`config.mk`:
```
export PLATFORM = sky130hd
export DESIGN_NAME = pipe_stage_reg
export DESIGN_NICKNAME = d
export VERILOG_FILES = /design/src/rtl/pipe_stage_reg_pkg.sv /design/src/rtl/pipe_stage_reg_sat_cnt.sv /design/src/rtl/pipe_stage_reg.sv
export SDC_FILE = /design/constraint.sdc
export NUM_CORES = 1
export LEC_CHECK = 0
export ABC_AREA = 1
export CORE_MARGIN = 2
export CORE_UTILIZATION = 45
export DETAILED_ROUTE_END_ITERATION = 8
export GPL_ROUTABILITY_DRIVEN = 0
export PLACE_DENSITY = 0.76
export SYNTH_ARGS = -nofsm -noshare
export SYNTH_HDL_FRONTEND = slang
export SYNTH_SLANG_ARGS = --single-unit
```
`constraint.sdc`:
```
create_clock -name clk -period 1.8 [get_ports clk]
set_input_delay 0.45 -clock clk [delete_from_list [all_inputs] [get_ports clk]]
set_output_delay 0.45 -clock clk [all_outputs]
set_load 0.01 [all_outputs]
```
`src/rtl/pipe_stage_reg_pkg.sv`:
```
`default_nettype none
// ============================================================================
// Module   : pipe_pkg
// Purpose  : Shared definitions for the generic inter-stage pipeline register.
//            Holds occupancy codes, default widths/mask, the packed payload
//            field layout of the ID/EX, EX/MEM and MEM/WB stages, and a helper
//            that turns the two storage valid bits into an occupancy count.
// Ports    : none (package)
// Revision : 1.0  initial release
// ============================================================================
package pipe_pkg;

    // Occupancy encodings reported on the occupancy port.
    localparam logic [1:0] OCC_EMPTY = 2'd0;
    localparam logic [1:0] OCC_ONE   = 2'd1;
    localparam logic [1:0] OCC_FULL  = 2'd2;

    // Default geometry of a stage register.
    localparam int PIPE_DATA_W = 128;
    localparam int PIPE_CNT_W  = 16;

    // Common field widths.
    localparam int PC_W   = 32;
    localparam int WORD_W = 32;
    localparam int WR_W   = 5;

    // ID/EX payload layout (LSB offsets). Bit 0 is the have_inst trace bit.
    localparam int IDEX_HAVE_LSB    = 0;
    localparam int IDEX_PC_LSB      = 1;
    localparam int IDEX_NPC_OP_LSB  = 33;   // 2 bits
    localparam int IDEX_RF_WESL_LSB = 35;   // 2 bits
    localparam int IDEX_ALU_OP_LSB  = 37;   // 4 bits
    localparam int IDEX_DRAM_WE_LSB = 41;
    localparam int IDEX_WE_LSB      = 42;
    localparam int IDEX_WR_LSB      = 43;   // 5 bits
    localparam int IDEX_ALUA_LSB    = 48;   // operand A select
    localparam int IDEX_ALUB_LSB    = 49;   // operand B select
    localparam int IDEX_EXT_LSB     = 50;   // 32 bits
    localparam int IDEX_RD2_LSB     = 82;   // 32 bits, ends at bit 113

    // EX/MEM payload layout.
    localparam int EXMEM_HAVE_LSB    = 0;
    localparam int EXMEM_PC_LSB      = 1;
    localparam int EXMEM_RF_WESL_LSB = 33;  // 2 bits
    localparam int EXMEM_DRAM_WE_LSB = 35;
    localparam int EXMEM_WE_LSB      = 36;
    localparam int EXMEM_WR_LSB      = 37;  // 5 bits
    localparam int EXMEM_ALUC_LSB    = 42;  // 32 bits, ALU result
    localparam int EXMEM_RD2_LSB     = 74;  // 32 bits, store data

    // MEM/WB payload layout.
    localparam int MEMWB_HAVE_LSB    = 0;
    localparam int MEMWB_PC_LSB      = 1;
    localparam int MEMWB_RF_WESL_LSB = 33;  // 2 bits
    localparam int MEMWB_WE_LSB      = 35;
    localparam int MEMWB_WR_LSB      = 36;  // 5 bits
    localparam int MEMWB_ALUC_LSB    = 41;  // 32 bits
    localparam int MEMWB_DRAM_LSB    = 73;  // 32 bits, load data

    // Number of held beats given the main and skid valid bits.
    function automatic logic [1:0] occ_count(input logic m_v, input logic s_v);
        logic [1:0] occ;
        case ({m_v, s_v})
            2'b00:   occ = OCC_EMPTY;
            2'b11:   occ = OCC_FULL;
            default: occ = OCC_ONE;
        endcase
        return occ;
    endfunction

endpackage
`default_nettype wire

```
`src/rtl/pipe_stage_reg_sat_cnt.sv`:
```
`default_nettype none
// ============================================================================
// Module   : pipe_sat_cnt
// Purpose  : Saturating up-counter with synchronous clear and count enable.
//            Clear has priority over increment; the count sticks at all-ones.
// Ports    : clk    - rising-edge clock
//            rst_n  - synchronous active-low reset
//            clr_i  - synchronous clear
//            en_i   - count enable
//            cnt_o  - current count
// Revision : 1.0  initial release
// ============================================================================
module pipe_sat_cnt #(
    parameter int CNT_W = 16
) (
    input  logic             clk,
    input  logic             rst_n,
    input  logic             clr_i,
    input  logic             en_i,
    output logic [CNT_W-1:0] cnt_o
);

    localparam logic [CNT_W-1:0] CNT_MAX = {CNT_W{1'b1}};
    localparam logic [CNT_W-1:0] CNT_ONE = {{(CNT_W-1){1'b0}}, 1'b1};

    logic [CNT_W-1:0] cnt_q;
    logic [CNT_W-1:0] cnt_d;

    always_comb begin
        cnt_d = cnt_q;
        if (clr_i) begin
            cnt_d = '0;
        end else if (en_i && (cnt_q != CNT_MAX)) begin
            cnt_d = cnt_q + CNT_ONE;
        end
    end

    always_ff @(posedge clk) begin
        if (!rst_n) begin
            cnt_q <= '0;
        end else begin
            cnt_q <= cnt_d;
        end
    end

    assign cnt_o = cnt_q;

endmodule
`default_nettype wire

```
`src/rtl/pipe_stage_reg.sv`:
```
`default_nettype none
// ============================================================================
// Module   : pipe_stage_reg
// Purpose  : Generic valid/ready inter-stage pipeline register carrying one
//            packed payload. Optional two-entry skid buffer (registered
//            up_ready), per-bit bubble mask on flush, and a saturating
//            back-pressure cycle counter.
// Ports    : clk, rst_n          - clock, synchronous active-low reset
//            flush               - drop held beats, insert bubble
//            up_valid/up_ready/up_data - upstream handshake and payload
//            dn_valid/dn_ready/dn_data - downstream handshake and payload
//            occupancy           - held beats, 0..2
//            clr_cnt/stall_cnt   - stall counter clear / value
// Revision : 1.0  initial release
// ============================================================================
module pipe_stage_reg
    import pipe_pkg::*;
#(
    parameter int                DATA_W      = PIPE_DATA_W,
    parameter int                SKID        = 1,
    parameter logic [DATA_W-1:0] BUBBLE_MASK = {DATA_W{1'b1}},
    parameter int                CNT_W       = PIPE_CNT_W
) (
    input  logic              clk,
    input  logic              rst_n,
    input  logic              flush,
    input  logic              up_valid,
    output logic              up_ready,
    input  logic [DATA_W-1:0] up_data,
    output logic              dn_valid,
    input  logic              dn_ready,
    output logic [DATA_W-1:0] dn_data,
    output logic [1:0]        occupancy,
    input  logic              clr_cnt,
    output logic [CNT_W-1:0]  stall_cnt
);

    // Main register drives the outputs; skid register catches the beat that
    // arrives in the cycle downstream first stalls.
    logic              m_v_q, m_v_d;
    logic [DATA_W-1:0] m_d_q, m_d_d;
    logic              s_v_q, s_v_d;
    logic [DATA_W-1:0] s_d_q, s_d_d;

    logic up_xfer;
    logic dn_xfer;
    logic stall_en;

    assign up_xfer  = up_valid & up_ready;
    assign dn_xfer  = m_v_q & dn_ready;
    assign stall_en = m_v_q & ~dn_ready;

    assign dn_valid  = m_v_q;
    assign dn_data   = m_d_q;
    assign occupancy = occ_count(m_v_q, s_v_q);

    generate
        if (SKID != 0) begin : g_skid
            // Skid empty means there is room for one more beat even if the
            // main register stalls this cycle, so ready needs no dn_ready path.
            assign up_ready = ~s_v_q;

            always_comb begin
                m_v_d = m_v_q;
                m_d_d = m_d_q;
                s_v_d = s_v_q;
                s_d_d = s_d_q;
                if (flush) begin
                    m_v_d = 1'b0;
                    s_v_d = 1'b0;
                    m_d_d = m_d_q & ~BUBBLE_MASK;
                    s_d_d = s_d_q & ~BUBBLE_MASK;
                end else if (!m_v_q || dn_xfer) begin
                    if (s_v_q) begin
                        // Older beat in skid moves forward first.
                        m_v_d = 1'b1;
                        m_d_d = s_d_q;
                        s_v_d = up_xfer;
                        if (up_xfer) begin
                            s_d_d = up_data;
                        end
                    end else begin
                        m_v_d = up_xfer;
                        if (up_xfer) begin
                            m_d_d = up_data;
                        end
                    end
                end else if (up_xfer) begin
                    s_v_d = 1'b1;
                    s_d_d = up_data;
                end
            end
        end else begin : g_noskid
            assign up_ready = ~m_v_q | dn_ready;

            always_comb begin
                m_v_d = m_v_q;
                m_d_d = m_d_q;
                s_v_d = 1'b0;
                s_d_d = '0;
                if (flush) begin
                    m_v_d = 1'b0;
                    m_d_d = m_d_q & ~BUBBLE_MASK;
                end else if (up_xfer) begin
                    m_v_d = 1'b1;
                    m_d_d = up_data;
                end else if (dn_xfer) begin
                    m_v_d = 1'b0;
                end
            end
        end
    endgenerate

    always_ff @(posedge clk) begin
        if (!rst_n) begin
            m_v_q <= 1'b0;
            m_d_q <= '0;
            s_v_q <= 1'b0;
            s_d_q <= '0;
        end else begin
            m_v_q <= m_v_d;
            m_d_q <= m_d_d;
            s_v_q <= s_v_d;
            s_d_q <= s_d_d;
        end
    end

    // Flush deliberately does not clear the counter.
    pipe_sat_cnt #(
        .CNT_W (CNT_W)
    ) u_stall_cnt (
        .clk   (clk),
        .rst_n (rst_n),
        .clr_i (clr_cnt),
        .en_i  (stall_en),
        .cnt_o (stall_cnt)
    );

endmodule
`default_nettype wire

```
== Word level (Yosys, flattened, before mapping) ==
Index checks and enable logic that the tools add are counted.

* Output and inout bits: 148
* Memories kept: 0
* Register bits after elaboration: 274
* Word-level logic and storage cells: 34
* Latch bits: 0
* Memory bits (read-only): 0
* Input bits: 134
* RAM bits: 0

* Bitwise gates (word level): 6
* Equality and inequality tests: 3
* Multiplexer cells: 10
* $mul: 0
* Shifts and indexed selects: 0
* $add $sub $neg: 1
* Reduce and logical (&&, ||, !) cells: 9
* $lt $le $gt $ge: 0
* Div/mod/pow operators: 0

{| class="wikitable"
|+ Operator list
! cell !! count
|-
| two-way mux 128 bit || 5
|-
| adder 16 x 1 -> 16 bit, second input constant || 1
|-
| != test 16 bit, second input constant || 1
|-
| two-way mux 1 bit || 4
|-
| one-hot mux 2 bit (2 select lines) || 1
|-
| nonzero test 2 bit || 2
|-
| OR reduction 2 bit || 2
|-
| AND 1 bit || 3
|-
| NOT 1 bit || 3
|-
| == test 2 bit, second input constant || 1
|-
| zero test 2 bit || 1
|-
| != test 2 bit, second input constant || 1
|-
| AND reduction 2 bit || 1
|-
| logical AND 1 bit || 1
|-
| zero test 1 bit || 1
|-
| logical OR 1 bit || 1
|}

== Longest topological paths before layout ==
* Word-level depth: 5
* Depth in mapped cells: 9
* Gate-level depth less buffers: 9

== Hierarchy ==
A second synthesis with hierarchy kept.

* Cells, all modules: 2091
* Area total of the unflattened synthesis: 13016.2 µm²

{| class="wikitable"
|+ By module, submodules not included
! module !! instances !! cells an instance !! seq. area each (µm²) !! area each (µm²)
|-
| pipe_stage_reg || 1 || 1938 || 5165.0 || 12105.4
|-
| pipe_sat_cnt || 1 || 153 || 320.3 || 910.9
|}

== Worst setup path after synthesis ==
No wires, ideal clock.

* Path type: reg-to-reg
* Start point: register u_stall_cnt.cnt_q[0], in the netlist u_stall_cnt.cnt_o[0]
* End point: register u_stall_cnt.cnt_q[11], in the netlist u_stall_cnt.cnt_o[11]
* Library setup time: 0.115 ns
* Path slack: 0.355 ns
* Stages on the path, launching flop included: 8
* Arrival time: 1.330 ns
* Data required time: 1.685 ns
* Buffers on the path: 1
* Clock period less this slack: 1.445 ns
* Path through: dfxtp_1 > ha_1 > nand3_1 > nor2_2 > nand3_2 > buf_2 > a21oi_1 > nor2_1

* Cells in the longest elaborated chain, start to end: 2
* Elaborated cells on any way between the ends: 3
* Classes of those cells: add/sub: 1; eq/ne: 1; reduce/logical: 1

{| class="wikitable"
|+ Ends and longest elaborated chain
! element !! line !! text
|-
| from (decl) || pipe_stage_reg_sat_cnt.sv:26 || <nowiki>logic [CNT_W-1:0] cnt_q;</nowiki>
|-
| from (signal assigned) || pipe_stage_reg_sat_cnt.sv:42 || <nowiki>cnt_q <= cnt_d;</nowiki>
|-
| branches (longest 2 deep; another with adder 16 x 1 -> 16 bit) || - ||
|}

Several ways; the timed one is not identified.
A chain may end at the register's enable or synchronous reset.

== Worst setup path after layout ==
* Start point: register s_v_q
* End point: output port up_ready

* Cells in the longest elaborated chain, start to end: 1

{| class="wikitable"
|+ Ends and longest elaborated chain
! element !! line !! text
|-
| from (decl) || pipe_stage_reg.sv:42 || <nowiki>logic s_v_q, s_v_d;</nowiki>
|-
| from (signal assigned) || pipe_stage_reg.sv:123 || <nowiki>s_v_q <= s_v_d;</nowiki>
|-
| NOT 1 bit || pipe_stage_reg.sv:61 || <nowiki>assign up_ready = ~s_v_q;</nowiki>
|-
| to (decl) || pipe_stage_reg.sv:28 || <nowiki>output logic up_ready,</nowiki>
|}

No other way between the ends.

==> metrics <==
via/cell ratio roughly 5.2; Diodes inserted 0; DP HPWL between 20 and 25 mm; vias in the first global route 9818; Final Max Tran Viols 0; Synth area leader dfxtp_1; I/O Pins ~280; crit path kind register to primary output; drt drc 0; mux share of post-synthesis cell area 0; Synth Register Bits 274; clock power share 0.434; 1st-iter DRT viols between 700 and 800; Max Root-Sink Buffers 3; Tightest Pin Transition ~840 ps; slowest CP cell dfxtp_4; CTS tree done; commonest cells in the netlist 454 x nand2_1, 274 x dfxtp_1, 136 x a21oi_1; DR vias between 10000 and 15000; largest family of logic cells by synthesized area compound AO/OA/AOI/OAI gates; sequential area share after synthesis 0.4862; Cells after Synth about 1400; Chip Height roughly 160 um; H-tree levels 1; Num CTS Buffers 29; prevailing post-synth register cell dfxtp_1; first-pass GRT wire length a little under 50 mm; PortBufs approximately 280; antenna violations before repair 0; hold path start s_d_q[32]; Worst setup SP type register; Switch Pwr 0.003090 W; top-count cell post-synth nand2_1; Syn Area/Cell between 7 and 8 um2; Layout Nets 1830; Layout area overhead 35.34%; grt ovf 0; syn nets between 1500 and 2000; largest net degree at the start of global routing 83; Flop pwr share 0.468; Data required, critical path roughly 1400 ps; Final Cycle Share 0.9802; Syn. warnings 0; hold crit path type register to register; clk slew on worst S/H paths 60 ps; Setup-failing EPs final 0; CP peak stage delay around 380 ps; Hold Vio Cnt, Final 0; XOR/XNOR Fraction of Synth Area 0; top-area cell type share of the netlist area 0.4862; Buffers & Inverters on Critical Path 2; drt first pass iters 5; # fillers about 2100; mapped cell area between 10000 and 15000 um2; LEAKAGE ~6.6 nW; synth top area cells dfxtp_1 49%, nand2_1 15%, o21bai_1 6.9%; chip width between 150 and 200 um; Wirelength per Cell approximately 15 um; Worst Skew just under 8 ps; Yosys cell types 28; internal power 0.01037 W; Crit. End Element primary output; final WL slightly above 30 mm; CTS root buf clkbuf_16; layout cells sized above 1 0.07876; GRT Overall Usage 0.2218; status complete, no violations; Compound-Gate Fraction of Synth Area 0.2289; Synth Area in Adders 0.002218; Comb power frac 0.098; delay-heaviest family, CP buffers and inverters; worst hold path endpoint s_d_q[32]; Min-Delay Path Depth 2; core area 24460 um2; Setup WS pre-CTS -181.9 ps; unrepaired setup endpoints after global routing false; floorplan row count 57; ys async rst share 0; setup ws final ~36 ps; critical path arrival 1310 ps; design area 15270 um2; crit path max fanout 5; crit path cell chain clkinv_2, dlygate4sd2_1; clock sink total 274; number of max-cap violations 0; worst skew pair latency approximately 530 ps; r2r worst-path depth 7; Rel. slew slack 0.4418; reg2reg start s_v_q; Max Freq 566.8 MHz; switch share 0.2295; Placed Area 14500 um2; die area roughly 26000 um2; crit path time final approximately 1800 ps; worst vdd ir approximately 700 uV; ANT nets after route 0; Crit Reg-Reg Endpoint s_d_q[53]; number of enable flip-flop cells after synthesis 0; Post-Synth Simple-Gate Area 0.2062; Initial Util 0.4612; Pwr per Cell Area 881.9 nW/um2; R2R setup slack ~140 ps
cell families after synthesis:
kind of cell,Yosys count
buffers and inverters,164
adders and majority gates,2
and+or+nand+nor,603
AOI/OAI and AO/OA,397
DFF,274
placed cells by master (no fill, tap or decap), drive strengths merged:
master	Yosys	final
a211oi	50	50
a21oi	136	136
a31oi	103	103
and2	2	2
buf	77	58
bufinv	0	2
clkbuf	38	43
clkdlybuf4s15	0	1
clkdlybuf4s50	0	133
clkinv	0	6
dfxtp	274	274
dlygate4sd2	0	146
ha	2	2
inv	49	49
nand2	455	455
nand3	14	14
nand3b	2	2
nand4	4	4
nor2	121	121
nor3	4	4
o21ai	5	5
o21bai	103	103
or2	1	1
power groups by stage:
stage                     sequential (W)  combinational [W]  clock, W
after floorplan                  0.00648           0.000572         0
after global placement           0.00643            0.00140         0
after detailed placement         0.00643            0.00141         0
after CTS                        0.00630            0.00133   0.00596
after global routing             0.00631            0.00144   0.00622
final                            0.00630            0.00133   0.00584
area by class of cell:
type | count | area [um2] | share of cell area
Clock buffer | 43 | 838.3 | 0.05491
Clock inverter | 8 | 93.84 | 0.006147
Inverter | 49 | 192.7 | 0.01262
Multi-Input combinational cell | 1002 | 4956 | 0.3246
Sequential cell | 274 | 5495 | 0.3599
Tap cell | 324 | 405.4 | 0.02655
Timing Repair Buffer | 338 | 3286 | 0.2152
routing by layer:
| layer | GRT usage | routed length [um] |
|---|---|---|
| met4 | 0.05994 | 658 |
| met1 | 0.2915 | 13400 |
| met3 | 0.04278 | 2297 |
| met2 | 0.3747 | 14290 |
| met5 | 0 | 0 |
what timing repair did:
action	4_1_cts	5_1_grt
endpoints found under the setup margin	148	1
setup buffers	0	0
resized for setup	158	3
hold buffers	0	0
worst min-delay path, stage by stage (launching register included):
cell     delay (ps)
dfxtp_1         310
nand2_1          60
a21oi_1          50
per-stage QoR:
stage / instances / util / setup TNS (ps) / power [W] / hold WS (ps)
after global routing: 2038 / 0.6241 / 0 / 0.01397 / 478.3
after CTS: 2038 / 0.6233 / 0 / 0.01359 / 461.6
after detailed placement: 1987 / 0.5926 / -28140 / 0.007847 / 452.9
final: 2038 / 0.6241 / 0 / 0.01346 / 459.5
after floorplan: 1440 / - / 0 / 0.007053 / 441.9
after global placement: 1987 / 0.5926 / -22440 / 0.007829 / 447.4
registers in the layout, indices dropped and copies added, names as in the netlist:
signal / cells
s_d_q: 128
s_v_q: 1
dn_valid: 1
u_stall_cnt.cnt_o: 16
dn_data: 128
how the worst max path moves through the flow:
stage	start	end	slack (ps)	depth (start not counted)
finish	s_v_q	up_ready	40	2
floorplan	u_stall_cnt.cnt_o[0]	u_stall_cnt.cnt_o[11]	360	7
CTS	s_v_q	occupancy[0]	10	2
detailed placement	rst_n	dn_data[18]	-180	6
global placement	dn_ready	dn_data[74]	-130	8
global route	s_v_q	up_ready	8	2
(Power assumes the default switching activity.)
